<file path="config.mk">
export PLATFORM = sky130hd
export DESIGN_NAME = fifo_uart_tx
export DESIGN_NICKNAME = d
export VERILOG_FILES = /design/src/rtl/fifo_uart_pkg.sv /design/src/rtl/uart_bit_timer.sv /design/src/rtl/fifo_uart_tx.sv
export SDC_FILE = /design/constraint.sdc
export NUM_CORES = 1
export LEC_CHECK = 0
export ABC_AREA = 1
export BUFFER_PORTS_ARGS = -buffer_cell sky130_fd_sc_hd__buf_2
export CELL_PAD_IN_SITES_DETAIL_PLACEMENT = 1
export CELL_PAD_IN_SITES_GLOBAL_PLACEMENT = 2
export CORE_ASPECT_RATIO = 1.4
export CORE_MARGIN = 2
export CORE_UTILIZATION = 30
export DETAILED_ROUTE_END_ITERATION = 10
export PLACE_DENSITY_LB_ADDON = 0.15
export SETUP_SLACK_MARGIN = 0.4
export SLEW_MARGIN = 10
export SYNTH_ARGS = -nofsm -noshare
export SYNTH_HDL_FRONTEND = slang
export SYNTH_HIERARCHICAL = 1
export SYNTH_SLANG_ARGS = --single-unit
</file>
<file path="constraint.sdc">
create_clock -name clk -period 1.8 [get_ports clk]
set_input_delay 0.27 -clock clk [delete_from_list [all_inputs] [get_ports clk]]
set_output_delay 0.27 -clock clk [all_outputs]
set_load 0.01 [all_outputs]
</file>
<file path="src/rtl/fifo_uart_pkg.sv">
// Shared types and constants for the FIFO-fed UART transmitter.
package fifo_uart_pkg;

  localparam int unsigned DATA_BITS = 8;
  localparam int unsigned STOP_BITS = 1;

  typedef enum logic [2:0] {
    IDLE,
    SETTLE,
    START,
    DATA,
    PARITY,
    STOP
  } tx_state_e;

endpackage

</file>
<file path="src/rtl/uart_bit_timer.sv">
// Bit-period timer: counts 0..CLKS_PER_BIT-1 and flags the last cycle of a bit.
module uart_bit_timer #(
  parameter int unsigned CLKS_PER_BIT = 16
) (
  input  logic clk,
  input  logic reset,
  input  logic clear,
  output logic bit_done
);

  localparam int unsigned CW = (CLKS_PER_BIT > 1) ? $clog2(CLKS_PER_BIT) : 1;
  localparam logic [CW-1:0] LAST = CW'(CLKS_PER_BIT - 1);

  logic [CW-1:0] cnt_q, cnt_d;

  // Next count: wrap at the last cycle, restart whenever the owner clears.
  always_comb begin
    cnt_d = cnt_q + 1'b1;
    if (clear || cnt_q == LAST) cnt_d = '0;
  end

  // Count register.
  always_ff @(posedge clk) begin
    if (reset) cnt_q <= '0;
    else       cnt_q <= cnt_d;
  end

  assign bit_done = (cnt_q == LAST);

endmodule

</file>
<file path="src/rtl/fifo_uart_tx.sv">
// UART transmitter pulling bytes from a first-word-fall-through FIFO.
// Optional even parity bit enabled by defining FIFO_UART_TX_PARITY_EN.
module fifo_uart_tx
  import fifo_uart_pkg::*;
#(
  parameter int unsigned CLKS_PER_BIT = 16,
  parameter int unsigned CNT_WIDTH    = 16
) (
  input  logic                 clk,
  input  logic                 reset,
  input  logic [7:0]           fifo_data,
  input  logic                 fifo_empty,
  input  logic                 tx_en,
  output logic                 fifo_rd,
  output logic                 tx,
  output logic                 busy,
  output logic [CNT_WIDTH-1:0] frames_sent
);

  tx_state_e            state_q, state_d;
  logic [7:0]           shift_q, shift_d;
  logic [2:0]           idx_q, idx_d;
  logic [CNT_WIDTH-1:0] cnt_q, cnt_d;
  logic                 tx_q, tx_d;
  logic                 rd_q, rd_d;
  logic                 timer_clear;
  logic                 bit_done;
`ifdef FIFO_UART_TX_PARITY_EN
  logic                 parity_q, parity_d;
`endif

  uart_bit_timer #(
    .CLKS_PER_BIT(CLKS_PER_BIT)
  ) u_timer (
    .clk     (clk),
    .reset   (reset),
    .clear   (timer_clear),
    .bit_done(bit_done)
  );

  // Next-state, datapath and registered-output decode.
  always_comb begin
    state_d = state_q;
    shift_d = shift_q;
    idx_d   = idx_q;
    cnt_d   = cnt_q;
`ifdef FIFO_UART_TX_PARITY_EN
    parity_d = parity_q;
`endif
    case (state_q)
      IDLE:   if (tx_en && !fifo_empty) state_d = SETTLE;
      SETTLE: begin
        state_d = START;
        shift_d = fifo_data;
        idx_d   = '0;
`ifdef FIFO_UART_TX_PARITY_EN
        parity_d = ^fifo_data;
`endif
      end
      START:  if (bit_done) state_d = DATA;
      DATA: begin
        if (bit_done) begin
          shift_d = {1'b0, shift_q[7:1]};
          if (idx_q == 3'(DATA_BITS - 1)) begin
            idx_d = '0;
`ifdef FIFO_UART_TX_PARITY_EN
            state_d = PARITY;
`else
            state_d = STOP;
`endif
          end else begin
            idx_d = idx_q + 1'b1;
          end
        end
      end
`ifdef FIFO_UART_TX_PARITY_EN
      PARITY: if (bit_done) state_d = STOP;
`endif
      STOP: begin
        if (bit_done) begin
          if (idx_q == 3'(STOP_BITS - 1)) begin
            state_d = IDLE;
            idx_d   = '0;
            cnt_d   = cnt_q + 1'b1;
          end else begin
            idx_d = idx_q + 1'b1;
          end
        end
      end
      default: state_d = IDLE;
    endcase

    timer_clear = (state_d != state_q);
    // SETTLE always leads to START, so the pop lands on the first START cycle.
    rd_d = (state_q == SETTLE);
    // tx is decoded from the upcoming state so the flop output tracks the state.
    case (state_d)
      START:  tx_d = 1'b0;
      DATA:   tx_d = shift_d[0];
`ifdef FIFO_UART_TX_PARITY_EN
      PARITY: tx_d = parity_d;
`endif
      default: tx_d = 1'b1;
    endcase
  end

  // State and datapath registers.
  always_ff @(posedge clk) begin
    if (reset) begin
      state_q <= IDLE;
      shift_q <= '0;
      idx_q   <= '0;
      cnt_q   <= '0;
      tx_q    <= 1'b1;
      rd_q    <= 1'b0;
`ifdef FIFO_UART_TX_PARITY_EN
      parity_q <= 1'b0;
`endif
    end else begin
      state_q <= state_d;
      shift_q <= shift_d;
      idx_q   <= idx_d;
      cnt_q   <= cnt_d;
      tx_q    <= tx_d;
      rd_q    <= rd_d;
`ifdef FIFO_UART_TX_PARITY_EN
      parity_q <= parity_d;
`endif
    end
  end

  assign fifo_rd     = rd_q;
  assign tx          = tx_q;
  assign busy        = (state_q != IDLE);
  assign frames_sent = cnt_q;

endmodule

</file>
==> impl_table.tex <==
\begin{tabular}{lr}
\hline
Metric & Value \\
\hline
\multicolumn{2}{l}{\textbf{Route}} \\
\quad Number of search-and-repair iterations in the first detailed-routing pass & 4 \\
\quad Post-DR wirelength/cell & 12.9 um \\
\quad Vias & between 1,500 and 2,000 \\
\quad Sum of met3 wire segment lengths after detailed routing & between 150 and 200 um \\
\quad Drt total wl & 4.77 mm \\
\quad Routed metal-1 wirelength & 1.99 mm \\
\quad DRC violation total after the first TritonRoute iteration & 29 \\
\quad Max layer used & met4 \\
\quad Remaining DRCs & 0 \\
\quad Met2 wire length & 2.56 mm \\
\quad DR vias/cell & between 4 and 5 \\
\quad Detail Route Antenna Nets & 0 \\
\multicolumn{2}{l}{\textbf{Power}} \\
\quad Pwr Density & roughly 630 nW/um2 \\
\quad Leakage Power & 1.08 nW \\
\quad Max VDD drop & 0.000401 V \\
\quad Final total power & 1.59 mW \\
\multicolumn{2}{l}{\textbf{Global route}} \\
\quad Number of antenna violations at the first check in global routing & 0 \\
\quad Overall global routing resource usage & 0.165 \\
\quad Global-route wire length before repair & 8.03 mm \\
\quad Largest net degree at the start of global routing & 20 \\
\quad Vias in the first global route & 1,774 \\
\quad Residual overflow from global routing & 0 \\
\multicolumn{2}{l}{\textbf{Setup path}} \\
\quad Critical-path maximum fanout & 4 \\
\quad Maximum cell stage delay along the critical path & $\sim$0.36 ns \\
\quad Data arrival at the endpoint of the critical path & 1.78 ns \\
\quad Count of buffering cells on the critical path with inverters included & 0 \\
\quad Critical path's slowest cell & sky130\_fd\_sc\_hd\_\_dfxtp\_4 \\
\quad Cell count of the worst reg-to-reg path & 11 \\
\quad Crit path capture type & flip-flop \\
\quad Family with the most delay on the worst path & simple AND/OR/NAND/NOR gates \\
\quad CP Launch Type & flip-flop \\
\quad Reg-to-reg slack, setup & 0.24 ns \\
\quad Worst reg2reg path startpoint & idx\_q[0]\$\_SDFFE\_PP0P\_ \\
\quad Sequence of cells on the critical path & ha\_4 -> ha\_4 -> nand3\_2 -> nand3\_1 -> nand2\_1 -> nor2\_1 -> nor2\_1 -> nand3\_1 -> nor2\_2 -> nand2\_2 -> a21oi\_1 \\
\quad Endpoint of the worst-slack reg-to-reg timing path & u\_timer/cnt\_q[3]\$\_SDFF\_PP0\_ \\
\quad Path type of the worst setup path & reg2reg \\
\quad Data required time of the worst path & a little over 2 ns \\
\multicolumn{2}{l}{\textbf{Placed design}} \\
\quad Placed Cells & 342 \\
\quad Dpl cell area & 2020 um2 \\
\quad IO buf count & 30 \\
\quad Weighted congestion reported at the end of routability-driven placement & 0.786 \\
\quad HPWL Detailed & $\sim$3.2 mm \\
\multicolumn{2}{l}{\textbf{Synth}} \\
\quad Post-synthesis sequential element count & 36 \\
\quad Share of synthesized area occupied by flip-flops and latches & 0.417 \\
\quad Count of different cell masters after synthesis & 28 \\
\quad Synthesized netlist cell count & 242 \\
\quad Largest cells by area after synthesis & sky130\_fd\_sc\_hd\_\_dfxtp\_1, sky130\_fd\_sc\_hd\_\_nand2\_1, sky130\_fd\_sc\_hd\_\_inv\_1 \\
\quad Syn\_nets & approximately 260 \\
\quad Number of warnings printed during yosys synthesis & 6 \\
\quad Portion of synthesized cell area occupied by the leading cell type & 0.417 \\
\quad Largest area contributor in the synthesized netlist & sky130\_fd\_sc\_hd\_\_dfxtp\_1 \\
\quad Mean instance size in the synthesized netlist & 7.13 um2 \\
\quad Total standard cell area after synthesis & 1730 um2 \\
\multicolumn{2}{l}{\textbf{STA}} \\
\quad Slew HR & 0.611 \\
\quad Sum of negative setup slack & 0 ns \\
\quad Number of slew-limit violations in the final report & 0 \\
\quad Setup-failing EPs final & 0 \\
\quad Final setup skew & between 0.009 and 0.01 ns \\
\quad Min Clock Period, post-route & 1.56 ns \\
\quad Crit share post-route & 0.865 \\
\quad Transition time of the tightest slew-check pin & 0.583 ns \\
\quad F\_max & 642 MHz \\
\quad Number of failing hold endpoints at the final stage & 0 \\
\quad Unrepaired setup endpoints after global routing & true \\
\multicolumn{2}{l}{\textbf{Layout}} \\
\quad Fraction of layout instances using a drive strength above 1 & 0.385 \\
\quad Final standard cell utilization of the core & 0.455 \\
\quad Final-stage net count & 317 \\
\quad Syn-to-layout area delta & 45.5\% \\
\quad Number of non-filler instances in the completed layout & $\sim$370 \\
\quad Final Instance Area & about 2500 um2 \\
\quad Antenna diode instance count & 0 \\
\multicolumn{2}{l}{\textbf{Run}} \\
\quad Max-capacitance violation count & 0 \\
\multicolumn{2}{l}{\textbf{Hold path}} \\
\quad Hold Crit Depth & 3 \\
\quad Startpoint of the lowest-slack hold path & fifo\_data[7] \\
\quad Worst-case hold path end point & shift\_q[7]\$\_SDFFE\_PP0P\_ \\
\quad Path class of the lowest-slack min-delay path & in2reg \\
\multicolumn{2}{l}{\textbf{Floorplanning}} \\
\quad Total die area & 6390 um2 \\
\quad Total I/O pin count & 31 \\
\quad Core Area & 5530 um2 \\
\quad Vertical extent of the die & 93.8 um \\
\quad Row Count & 32 \\
\quad Initial core utilization & 0.313 \\
\quad Die Span X & 68.1 um \\
\multicolumn{2}{l}{\textbf{Outcome}} \\
\quad Result of the run & finished, final reports clean \\
\multicolumn{2}{l}{\textbf{Clock tree}} \\
\quad H-Tree Level Count & 2 \\
\quad Maximum buffer depth of the clock tree & 2 \\
\quad Cts bufs inserted & 5 \\
\quad Clock input transition at the sequential cells of the worst setup and hold paths & roughly 0.07 ns \\
\quad Latest clock arrival within the worst-skew pair & roughly 0.29 ns \\
\quad CTS tree & done \\
\quad Clock root cell & sky130\_fd\_sc\_hd\_\_clkbuf\_8 \\
\quad Sinks on the clock net & 36 \\
\quad Cts-stage hold buffer count & 0 \\
\hline
\end{tabular}
[state kept, by name (all words and copies together), names as in the netlist]
| signal | cells |
|---|---|
| tx | 1 |
| fifo_rd | 1 |
| u_timer/cnt_q | 4 |
| idx_q | 3 |
| frames_sent | 16 |
| shift_q | 8 |
| state_q | 3 |
[per-layer routing]
| layer | track usage | up-vias |
|---|---|---|
| li1 | - | 894 |
| met1 | 0.176 | 823 |
| met2 | 0.306 | 26 |
| met3 | 0.0336 | 5 |
| met4 | 0.0600 | 0 |
| met5 | 0 | - |
[layout make-up]
type | count | area, um2
Inverter | 36 | 146
Tap cell | 68 | 85.1
Clock inverter | 1 | 7.51
Clock buffer | 7 | 86.3
Timing Repair Buffer | 54 | 378
Fill cell | 692 | 3010
Multi-Input combinational cell | 167 | 1080
Sequential cell | 36 | 732
[worst reg2reg max path: cells and delay by family, from the launching register on]
family          cells  cell delay (ns)
flops               1             0.36
compound gates      1             0.11
simple gates        8             0.71
fa+ha+maj           2             0.32
[repair_timing]
| item | CTS | global route |
|---|---|---|
| endpoints found under the setup margin | 26 | 28 |
| resized for setup | 33 | 28 |
| pin swaps | 15 | 16 |
| endpoints found under the hold margin | 0 | 0 |
| setup buffers | 15 | 4 |
[cell usage in the layout (no fill, tap or decap), types with 2 or more instances in the layout]
cell and instances:
sky130_fd_sc_hd__dfxtp_2 6, sky130_fd_sc_hd__a21oi_2 4, sky130_fd_sc_hd__nand2_2 2, sky130_fd_sc_hd__inv_1 30
sky130_fd_sc_hd__buf_12 2, sky130_fd_sc_hd__buf_6 6, sky130_fd_sc_hd__clkbuf_8 6, sky130_fd_sc_hd__inv_6 2
sky130_fd_sc_hd__ha_4 4, sky130_fd_sc_hd__nand2_1 50, sky130_fd_sc_hd__buf_2 30, sky130_fd_sc_hd__nor2_1 21
sky130_fd_sc_hd__a31oi_1 6, sky130_fd_sc_hd__nor3_2 2, sky130_fd_sc_hd__inv_2 3, sky130_fd_sc_hd__a21oi_1 13
sky130_fd_sc_hd__nor2_4 4, sky130_fd_sc_hd__nand3_1 8, sky130_fd_sc_hd__nor3_1 2, sky130_fd_sc_hd__dfxtp_1 29
sky130_fd_sc_hd__nand4_1 4, sky130_fd_sc_hd__o21ai_1 8, sky130_fd_sc_hd__o21ai_0 8, sky130_fd_sc_hd__nand2_4 6
sky130_fd_sc_hd__nand3_4 3, sky130_fd_sc_hd__nand3_2 6, sky130_fd_sc_hd__buf_4 16, sky130_fd_sc_hd__nor2_2 5
[metrics by stage]
step,hold slack [ns],worst slack (ns)
5_1_grt,0.194,0.105
4_1_cts,0.178,0.281
2_1_floorplan,0.351,0.359
3_3_place_gp,0.441,0.164
3_5_place_dp,0.452,0.153
6_report,0.187,0.242
[power by group]
| part | internal, mW | leakage (nW) | switching [mW] | total [mW] |
|---|---|---|---|---|
| Sequential | 0.816 | 0.295 | 0.0180 | 0.833 |
| Clock | 0.311 | 0.0445 | 0.298 | 0.609 |
| Combinational | 0.0704 | 0.741 | 0.0804 | 0.151 |
[cell families (layout without fill, tap and decap cells)]
family | after synthesis | count (layout) | synth area share
flops | 36 | 36 | 0.417
xor+xnor | 2 | 2 | 0.0101
buf+inv | 39 | 98 | 0.0891
compound gates | 43 | 43 | 0.134
simple gates | 117 | 117 | 0.313
fa+ha+maj | 5 | 5 | 0.0362
[cell usage after synthesis (all sizes together)]
master / n
nand2: 58
dfxtp: 36
inv: 35
nor2: 30
o21ai: 18
a21oi: 17
nand3: 17
a31oi: 6
nand4: 6
ha: 5
nor3: 4
clkbuf: 2
a22oi: 1
buf: 1
clkinv: 1
nand3b: 1
nor3b: 1
o21bai: 1
xnor2: 1
xor2: 1
[worst max path at each step]
stage,endpoint,depth (start not counted),start
detailed placement,frames_sent[15]$_SDFFE_PP0P_,10,u_timer/cnt_q[0]$_SDFF_PP0_
finish,u_timer/cnt_q[3]$_SDFF_PP0_,11,idx_q[0]$_SDFFE_PP0P_
floorplan,frames_sent[14]$_SDFFE_PP0P_,9,u_timer/cnt_q[1]$_SDFF_PP0_
CTS,frames_sent[13]$_SDFFE_PP0P_,10,u_timer/cnt_q[0]$_SDFF_PP0_
global route,u_timer/cnt_q[3]$_SDFF_PP0_,11,idx_q[0]$_SDFFE_PP0P_
global placement,frames_sent[15]$_SDFFE_PP0P_,10,u_timer/cnt_q[0]$_SDFF_PP0_
Note: power is estimated with default switching activity, not from simulation.
